`config.mk`:
```
export PLATFORM = sky130hd
export DESIGN_NAME = shift_seq
export DESIGN_NICKNAME = d
export VERILOG_FILES = /design/src/rtl/shift_seq_pkg.sv /design/src/rtl/shift_seq_step.sv /design/src/rtl/shift_seq.sv
export SDC_FILE = /design/constraint.sdc
export NUM_CORES = 1
export LEC_CHECK = 0
export BUFFER_PORTS_ARGS = -buffer_cell sky130_fd_sc_hd__buf_4
export CAP_MARGIN = 30
export CORE_MARGIN = 4
export CORE_UTILIZATION = 39
export CTS_CLUSTER_SIZE = 28
export DETAILED_ROUTE_END_ITERATION = 12
export PLACE_DENSITY = 0.61
export SYNTH_ARGS = -nofsm -noshare
export SYNTH_HDL_FRONTEND = slang
export SYNTH_SLANG_ARGS = --single-unit
```
`constraint.sdc`:
```
create_clock -name clk -period 3.6 [get_ports clk]
set_input_delay 0.36 -clock clk [delete_from_list [all_inputs] [get_ports clk]]
set_output_delay 0.36 -clock clk [all_outputs]
set_load 0.05 [all_outputs]
```
`src/rtl/shift_seq_pkg.sv`:
```
// Shared types for the iterative barrel-shifter sequencer.
// Shift kinds, FSM states and the default per-cycle step.
package shift_seq_pkg;

  localparam int STEP_DEFAULT = 8;

  typedef enum logic [1:0] {
    SH_LSL = 2'b00,
    SH_LSR = 2'b01,
    SH_ASR = 2'b10,
    SH_ROR = 2'b11
  } shift_t;

  typedef enum logic [1:0] {
    S_IDLE  = 2'b00,
    S_SHIFT = 2'b01,
    S_DONE  = 2'b10
  } state_t;

  // Clamp the raw Rs[7:0] count to the number of single-bit steps
  // that still change the value or carry for each shift kind.
  function automatic logic [5:0] calc_count(
    input shift_t     t,
    input logic [7:0] amt
  );
    logic [5:0] n;
    case (t)
      SH_LSL, SH_LSR: n = (amt > 8'd33) ? 6'd33 : amt[5:0];
      SH_ASR:         n = (amt > 8'd32) ? 6'd32 : amt[5:0];
      SH_ROR:         n = {1'b0, amt[4:0]};
      default:        n = 6'd0;
    endcase
    return n;
  endfunction

endpackage

```
`src/rtl/shift_seq_step.sv`:
```
// One shift of 0..STEP positions, built from single-bit stages.
// Carry tracks the last bit shifted out; k=0 passes through.
module shift_step
  import shift_seq_pkg::*;
#(
  parameter int STEP = STEP_DEFAULT
) (
  input  logic [31:0] val_i,
  input  shift_t      type_i,
  input  logic [5:0]  k_i,
  input  logic        carry_i,
  output logic [31:0] val_o,
  output logic        carry_o
);

  // Apply up to STEP single-bit shifts, gated by the requested count.
  always_comb begin
    val_o   = val_i;
    carry_o = carry_i;
    for (int i = 0; i < STEP; i++) begin
      if (6'(i) < k_i) begin
        case (type_i)
          SH_LSL: begin
            carry_o = val_o[31];
            val_o   = {val_o[30:0], 1'b0};
          end
          SH_LSR: begin
            carry_o = val_o[0];
            val_o   = {1'b0, val_o[31:1]};
          end
          SH_ASR: begin
            carry_o = val_o[0];
            val_o   = {val_o[31], val_o[31:1]};
          end
          SH_ROR: begin
            carry_o = val_o[0];
            val_o   = {val_o[0], val_o[31:1]};
          end
          default: ;
        endcase
      end
    end
  end

endmodule

```
`src/rtl/shift_seq.sv`:
```
// Multi-cycle shifter for register-specified shift counts.
// Shifts at most STEP bits per cycle and pulses done at the end.
module shift_seq
  import shift_seq_pkg::*;
#(
  parameter int STEP = STEP_DEFAULT
) (
  input  logic        clk,
  input  logic        rst,
  input  logic        start,
  input  logic        flush,
  input  logic [1:0]  shift_type,
  input  logic [7:0]  amount,
  input  logic [31:0] operand,
  input  logic        carry_in,
  output logic        busy,
  output logic        done,
  output logic [31:0] result,
  output logic        carry_out
);

  localparam logic [5:0] STEP_W = 6'(STEP);

  state_t      state_q, state_d;
  shift_t      type_q, type_d;
  logic [5:0]  rem_q, rem_d;
  logic [31:0] val_q, val_d;
  logic        c_q, c_d;

  logic [5:0]  k;
  logic [31:0] step_val;
  logic        step_c;
  shift_t      req_type;

  assign req_type = shift_t'(shift_type);
  assign k        = (rem_q > STEP_W) ? STEP_W : rem_q;

  shift_step #(.STEP(STEP)) u_step (
    .val_i   (val_q),
    .type_i  (type_q),
    .k_i     (k),
    .carry_i (c_q),
    .val_o   (step_val),
    .carry_o (step_c)
  );

  // State and datapath registers; reset clears everything at once.
  always_ff @(posedge clk or posedge rst) begin
    if (rst) begin
      state_q <= S_IDLE;
      type_q  <= SH_LSL;
      rem_q   <= '0;
      val_q   <= '0;
      c_q     <= 1'b0;
    end else begin
      state_q <= state_d;
      type_q  <= type_d;
      rem_q   <= rem_d;
      val_q   <= val_d;
      c_q     <= c_d;
    end
  end

  // Next-state: accept, iterate, finish; flush overrides all.
  always_comb begin
    state_d = state_q;
    type_d  = type_q;
    rem_d   = rem_q;
    val_d   = val_q;
    c_d     = c_q;
    if (flush) begin
      state_d = S_IDLE;
      rem_d   = '0;
    end else begin
      case (state_q)
        S_IDLE: begin
          if (start) begin
            type_d = req_type;
            val_d  = operand;
            c_d    = carry_in;
            if (amount == 8'd0) begin
              rem_d   = '0;
              state_d = S_DONE;
            end else if (req_type == SH_ROR &&
                         amount[4:0] == 5'd0) begin
              c_d     = operand[31];
              rem_d   = '0;
              state_d = S_DONE;
            end else begin
              rem_d   = calc_count(req_type, amount);
              state_d = S_SHIFT;
            end
          end
        end
        S_SHIFT: begin
          val_d = step_val;
          c_d   = step_c;
          rem_d = rem_q - k;
          if (rem_q == k) state_d = S_DONE;
        end
        S_DONE:  state_d = S_IDLE;
        default: state_d = S_IDLE;
      endcase
    end
  end

  assign busy      = (state_q == S_SHIFT) || (state_q == S_DONE);
  assign done      = (state_q == S_DONE);
  assign result    = val_q;
  assign carry_out = c_q;

endmodule

```
After elaboration in Yosys (flattened, before gate mapping)
Cells that the tools add are included.
{"block": "totals", "regBits": 43, "word_cells": 100, "output_inout_bits": 35}
{"block": "op_classes", "addsub": 1, "bitwise": 1, "eq_ne": 13, "order_cmp": 11, "n_mux": 53, "reduce_logical": 16}
{"operator": "one-hot mux 32 bit (4 select lines)", "count": 8}
{"operator": "two-way mux 32 bit", "count": 9}
{"operator": "one-hot mux 32 bit (2 select lines)", "count": 1}
{"operator": "two-way mux 6 bit", "count": 7}
{"operator": "less-than comparator 3 x 6 -> 1 bit, first input constant", "count": 4}
{"operator": "one-hot mux 1 bit (2 select lines)", "count": 9}
{"operator": "one-hot mux 6 bit (3 select lines)", "count": 1}
{"operator": "greater-than comparator 8 x 6 -> 1 bit, second input constant", "count": 2}
{"operator": "less-than comparator 1 x 6 -> 1 bit, first input constant", "count": 2}
{"operator": "less-than comparator 2 x 6 -> 1 bit, first input constant", "count": 2}
{"operator": "one-hot mux 6 bit (2 select lines)", "count": 1}
{"operator": "two-way mux 1 bit", "count": 11}
{"operator": "equality test 2 bit, second input constant", "count": 5}
{"operator": "two-way mux 2 bit", "count": 5}
{"operator": "!= test 9 x 1 -> 1 bit, second input constant", "count": 1}
{"operator": "logical NOT 8 bit", "count": 1}
{"operator": "equality test 2 x 1 -> 1 bit, second input constant", "count": 3}
{"operator": "equality test 6 bit", "count": 1}
{"operator": "greater-than comparator 6 x 4 -> 1 bit, second input constant", "count": 1}
{"operator": "logical NOT 2 bit", "count": 3}
{"operator": "!= test 3 bit, second input constant", "count": 2}
{"operator": "AND reduction 3 bit", "count": 2}
{"operator": "subtractor 6 bit", "count": 1}
{"operator": "logical NOT 5 bit", "count": 1}
{"operator": "11 further kinds", "count": 12}

Longest topological paths before layout
{"block": "logic_depth", "depth_word": 19, "depth_mapped": 15, "mapped_depth_nobuf": 11}

Hierarchy
From an unflattened synthesis, not the netlist that was laid out.
{"block": "unflattened", "cells_unflattened": 1248, "area_unflattened_um2": 8300.5}
{"mod": "shift_step", "area_per_inst_um2": 5967.0, "seq_area_each_um2": 0.0, "cells_each": 1004, "instances": 1}
{"mod": "shift_seq", "area_per_inst_um2": 2333.5, "seq_area_each_um2": 1076.0, "cells_each": 244, "instances": 1}

Worst setup path before layout
OpenSTA, ideal clock, no wires.
{"block": "synth_timing", "path_type": "reg2reg", "startpoint": "register val_q[3], in the netlist result[3]", "endpoint": "register val_q[8], in the netlist result[8]", "setup_slack_ns": 0.531, "setup_ns": 0.094, "period_less_slack_ns": 3.069, "t_arrival_ns": 2.976, "stages_incl_launch_ff": 11, "cell_sequence": "dfrtp_1 > clkbuf_1 > or3b_2 > o211ai_2 > o21ai_2 > mux2_2 > a21oi_2 > o221a_2 > nor3_1 > or4_1 > a221oi_2"}
{"block": "synth_between", "elab_chain_cells": 16, "word_cells_on_any_way": 17, "classes_between": "mux (17)"}
{"item": "start, declared", "line": "shift_seq.sv:27", "source": "logic [31:0] val_q, val_d;"}
{"item": "start signal, assigned", "line": "shift_seq.sv:59", "source": "val_q <= val_d;"}
{"item": "one-hot mux 32 bit (4 select lines) / two-way mux 32 bit (equally long branches)", "line": "shift_seq_step.sv:22, shift_seq_step.sv:21"}
{"item": "two-way mux 32 bit *", "line": "shift_seq_step.sv:21", "source": "if (6'(i) < k_i) begin"}
{"item": "one-hot mux 32 bit (4 select lines) / two-way mux 32 bit (equally long branches)", "line": "shift_seq_step.sv:22, shift_seq_step.sv:21"}
{"item": "two-way mux 32 bit *", "line": "shift_seq_step.sv:21"}
{"item": "one-hot mux 32 bit (4 select lines) / two-way mux 32 bit (equally long branches)", "line": "shift_seq_step.sv:22, shift_seq_step.sv:21"}
{"item": "two-way mux 32 bit *", "line": "shift_seq_step.sv:21"}
{"item": "one-hot mux 32 bit (4 select lines) / two-way mux 32 bit (equally long branches)", "line": "shift_seq_step.sv:22, shift_seq_step.sv:21"}
{"item": "two-way mux 32 bit *", "line": "shift_seq_step.sv:21"}
{"item": "one-hot mux 32 bit (4 select lines) / two-way mux 32 bit (equally long branches)", "line": "shift_seq_step.sv:22, shift_seq_step.sv:21"}
{"item": "two-way mux 32 bit *", "line": "shift_seq_step.sv:21"}
{"item": "one-hot mux 32 bit (4 select lines) / two-way mux 32 bit (equally long branches)", "line": "shift_seq_step.sv:22, shift_seq_step.sv:21"}
{"item": "two-way mux 32 bit *", "line": "shift_seq_step.sv:21"}
{"item": "one-hot mux 32 bit (4 select lines) / two-way mux 32 bit (equally long branches)", "line": "shift_seq_step.sv:22, shift_seq_step.sv:21"}
{"item": "two-way mux 32 bit * (2 in a row)", "line": "shift_seq_step.sv:21"}
{"item": "one-hot mux 32 bit (2 select lines) *", "line": "shift_seq.sv:75", "source": "case (state_q)"}
Mark *: on every way between the ends. The rest lies on a longest branch, timed or not.
A chain may end at the register's enable or synchronous reset.

Final worst setup path
{"block": "layout_timing", "startpoint": "register rem_q[1]", "endpoint": "register val_q[26], in the netlist result[26]"}
{"block": "layout_between", "elab_chain_cells": 19, "word_cells_on_any_way": 26, "classes_between": "order compare (9); mux (17)"}
{"item": "start, declared", "line": "shift_seq.sv:26", "source": "logic [5:0] rem_q, rem_d;"}
{"item": "start signal, assigned", "line": "shift_seq.sv:58", "source": "rem_q <= rem_d;"}
{"item": "greater-than comparator 6 x 4 -> 1 bit", "line": "shift_seq.sv:36", "source": "assign k = (rem_q > STEP_W) ? STEP_W : rem_q;"}
{"item": "two-way mux 6 bit *", "line": "shift_seq.sv:36"}
{"item": "less-than comparator 1 x 6 -> 1 bit", "line": "shift_seq_step.sv:21"}
{"item": "two-way mux 32 bit", "line": "shift_seq_step.sv:21"}
{"item": "one-hot mux 32 bit (4 select lines)", "line": "shift_seq_step.sv:22", "source": "case (type_i)"}
{"item": "two-way mux 32 bit", "line": "shift_seq_step.sv:21"}
{"item": "one-hot mux 32 bit (4 select lines)", "line": "shift_seq_step.sv:22"}
{"item": "two-way mux 32 bit", "line": "shift_seq_step.sv:21"}
{"item": "(+3 left out)"}
{"item": "two-way mux 32 bit", "line": "shift_seq_step.sv:21"}
{"item": "one-hot mux 32 bit (4 select lines)", "line": "shift_seq_step.sv:22"}
{"item": "two-way mux 32 bit", "line": "shift_seq_step.sv:21"}
{"item": "one-hot mux 32 bit (4 select lines)", "line": "shift_seq_step.sv:22"}
{"item": "two-way mux 32 bit", "line": "shift_seq_step.sv:21"}
{"item": "one-hot mux 32 bit (4 select lines)", "line": "shift_seq_step.sv:22"}
{"item": "two-way mux 32 bit *", "line": "shift_seq_step.sv:21"}
{"item": "one-hot mux 32 bit (2 select lines) *", "line": "shift_seq.sv:75"}
Marked as above.

==> reports/qor.yml <==
r2r_start: "rem_q[1]$_DFFE_PP0P_"
cts_tree: "yes"
setup_tns_ps: 0
final_nets: 1399
syn_nets: 1272
placed_area_um2: 9790
max_stage_delay_ps: 570
path_common_cell: "buf_4"
grt_pass1_wl_um: 74800
async_reset_ff_share_pct: 100
cp_cell_sequence: "buf_4 > clkinv_1 > buf_4 > a211oi_1 > o311ai_0 > o211ai_1 > o311ai_1 > nand2_1 > a31o_1 > and2_0 > o41ai_1"
gp_congestion: 1.11
via_per_inst: 7.48
post-dp-hpwl_um: 38600
synth.distinct_cells: 83
yosysWarningCount: 0
final_max_slew_viol_count: 0
drive_above_1_share_pct: 24.5
start_util_pct: 40.3
ys.flop_type: "dfrtp_1"
core_um2: 19700
critPathLaunchType: "flip-flop"
grt_usage_pct: 44.2
cts-htree-levels: 2
grt_pass1_vias: 11200
finalCriticalPeriod_ps: 3540
clk_latency_ps: 300
clkTransAtPathRegs_ps: 70
endpoint_kind: "flip-flop"
die-area_um2: 22700
post-route-period-util_pct: 98.3
fmax_ghz: 0.283
seqCellArea_um2: 1080
crit_start: "rem_q[1]$_DFFE_PP0P_"
drv_cap: 0
max_slew_margin_pct: 46.1
yosys_register_bits: 43
fin_skew_ps: 9.31
gr-total-overflow: 0
cts_buffer_depth: 2
drc: 0
vdd_drop_max_uv: 402
leakagePower_uw: 0.00396
syn_area_um2: 7940
final_antenna_net_count: 0
r2r-end: "result[26]$_DFFE_PP0P_"
critPathSlowestCell: "dfrtp_1"
path_max_fanout: 10
drt_iter0_drc: 2193
criticalPathCategory: "flip-flop to flip-flop"
syn_area_per_cell_um2: 6.51
synthToLayoutAreaGrowth_pct: 26.0
final_core_util_pct: 50.8
cts_buffers: 5
wire_per_inst_um: 32.1
status: "completed"
design_area_um2: 10000
hold_path.class: "input pin to async pin"
setup_viol: 0
grt_max_degree: 42
vias: 12100
cpLargestDelayFamily: "compound AO/OA/AOI/OAI gates"
multi_input_area_um2: 6310
hold_viol: 0
p_per_area_nw_per_um2: 832
cp.arrival_ps: 3720
antenna_found_initial: 2
rows: 51
ios: 82
synth_edf_count: 0
cp_data_required_time_ps: 3780
root_buffer: "clkbuf_16"
die_h_um: 151
syn_inst: 1221
synth_seq_area_share_pct: 13.5
portBuffers: 81
wirelength_um: 51800
tightest_slew_ps: 806
die_x_um: 151
reg2reg_slack_ps: 60
num_antenna_cells: 0
path_buf_inv: 3
fillers: 2101
drtPass1Iterations: 6
cts_sinks: 43
worstRegToRegCells: 11
==> registers in the layout (all words and copies together), names as in the netlist <==
| signal | flops |
|---|---|
| type_q | 2 |
| carry_out | 1 |
| result | 32 |
| rem_q | 6 |
| state_q | 2 |
==> synth_stat cells, drive strengths merged (22+ instances only) <==
cell / instances / area share (%)
nor3: 50 / 3.2
clkbuf: 86 / 4.1
or3: 22 / 1.7
o21ai: 118 / 7.5
nand2: 125 / 5.9
a31oi: 31 / 2.4
buf: 54 / 3.5
dfrtp: 43 / 14
nor2: 117 / 5.7
nand3: 37 / 2.3
a211oi: 36 / 3.4
a21oi: 114 / 7.2
o211ai: 42 / 4.1
==> final cells by class <==
cell class,instances,share of cell area (%)
clock buffers,6,1.29
multi-input cells,1024,63.1
well taps,265,3.31
repair buffers,260,20.9
inverters,14,0.563
clock inverters,2,0.125
flip-flops and latches,43,10.8
==> cells in the final DEF, fill, tap and decap left out, types with 11 or more instances in the layout <==
cell type / count
a21oi_1: 112
nor2_1: 110
o21a_1: 11
buf_12: 11
o21ai_0: 111
o22ai_1: 19
nor4_1: 15
buf_4: 249
or3_1: 22
inv_1: 11
and3_1: 19
a31oi_1: 31
nand3_1: 37
nand4_1: 13
o211ai_1: 40
o31ai_1: 15
nand2_1: 125
a211oi_1: 35
a221oi_1: 15
mux2i_1: 16
dfrtp_1: 41
nor3_1: 48
==> worst max path at each step <==
stage / to / slack (ps) / cells after the start
2_1_floorplan: result[8]$_DFFE_PP0P_ / 530 / 10
3_3_place_gp: result[16]$_DFFE_PP0P_ / -170 / 12
3_5_place_dp: result[16]$_DFFE_PP0P_ / -80 / 12
4_1_cts: result[25]$_DFFE_PP0P_ / 50 / 10
5_1_grt: result[24]$_DFFE_PP0P_ / -2 / 11
6_report: result[26]$_DFFE_PP0P_ / 60 / 11
==> timing repair <==
| action | CTS | global route |
|---|---|---|
| hold buffers | 0 | 0 |
| setup endpoints to repair | 3 | 14 |
| gates resized for setup | 2 | 11 |
| pin swaps | 0 | 1 |
| setup buffers | 0 | 1 |
==> layer usage <==
metal	share of wire (%)	vias up	global-route usage, %
met5	0.025	-	0
met4	6.2	2	19.4
met3	17	268	16.7
met2	38	1243	60.3
met1	39	5585	61.3
li1	-	4971	-
==> logic make-up after synthesis <==
logic type                 synth area share (%)
DFF                                        13.5
buffers and inverters                      8.22
muxes                                      3.58
AOI/OAI and AO/OA                          46.5
adders and majority gates                 0.630
other                                    0.0472
and+or+nand+nor                            27.5
==> power breakdown <==
group          internal, uW  total, uW  switching, uW  leakage [uW]
Sequential              623       1090            468      0.000510
Combinational          2330       6750           4420       0.00339
Clock                   257        480            223     0.0000669
Total                  3210       8330           5110       0.00396
==> through the flow <==
stage | hold WS, ps | power [uW] | cells | setup WS, ps
after global routing | 87.7 | 8530 | 1614 | -2.15
final | 64.9 | 8330 | 1614 | 62.6
after CTS | 68.3 | 7850 | 1613 | 49.7
after floorplan | 423 | 4540 | 1221 | 531
after detailed placement | 394 | 7330 | 1605 | -83.1
after global placement | 581 | 7400 | 1603 | -169
==> worst register-to-register path, cell delays in order (launching register included) <==
cell and delay (ps):
dfrtp_1 570, buf_4 270, clkinv_1 90, buf_4 180
a211oi_1 60, o311ai_0 540, o211ai_1 350, o311ai_1 570
nand2_1 120, a31o_1 230, and2_0 160, o41ai_1 300
Note: power is estimated with default switching activity, not from simulation.
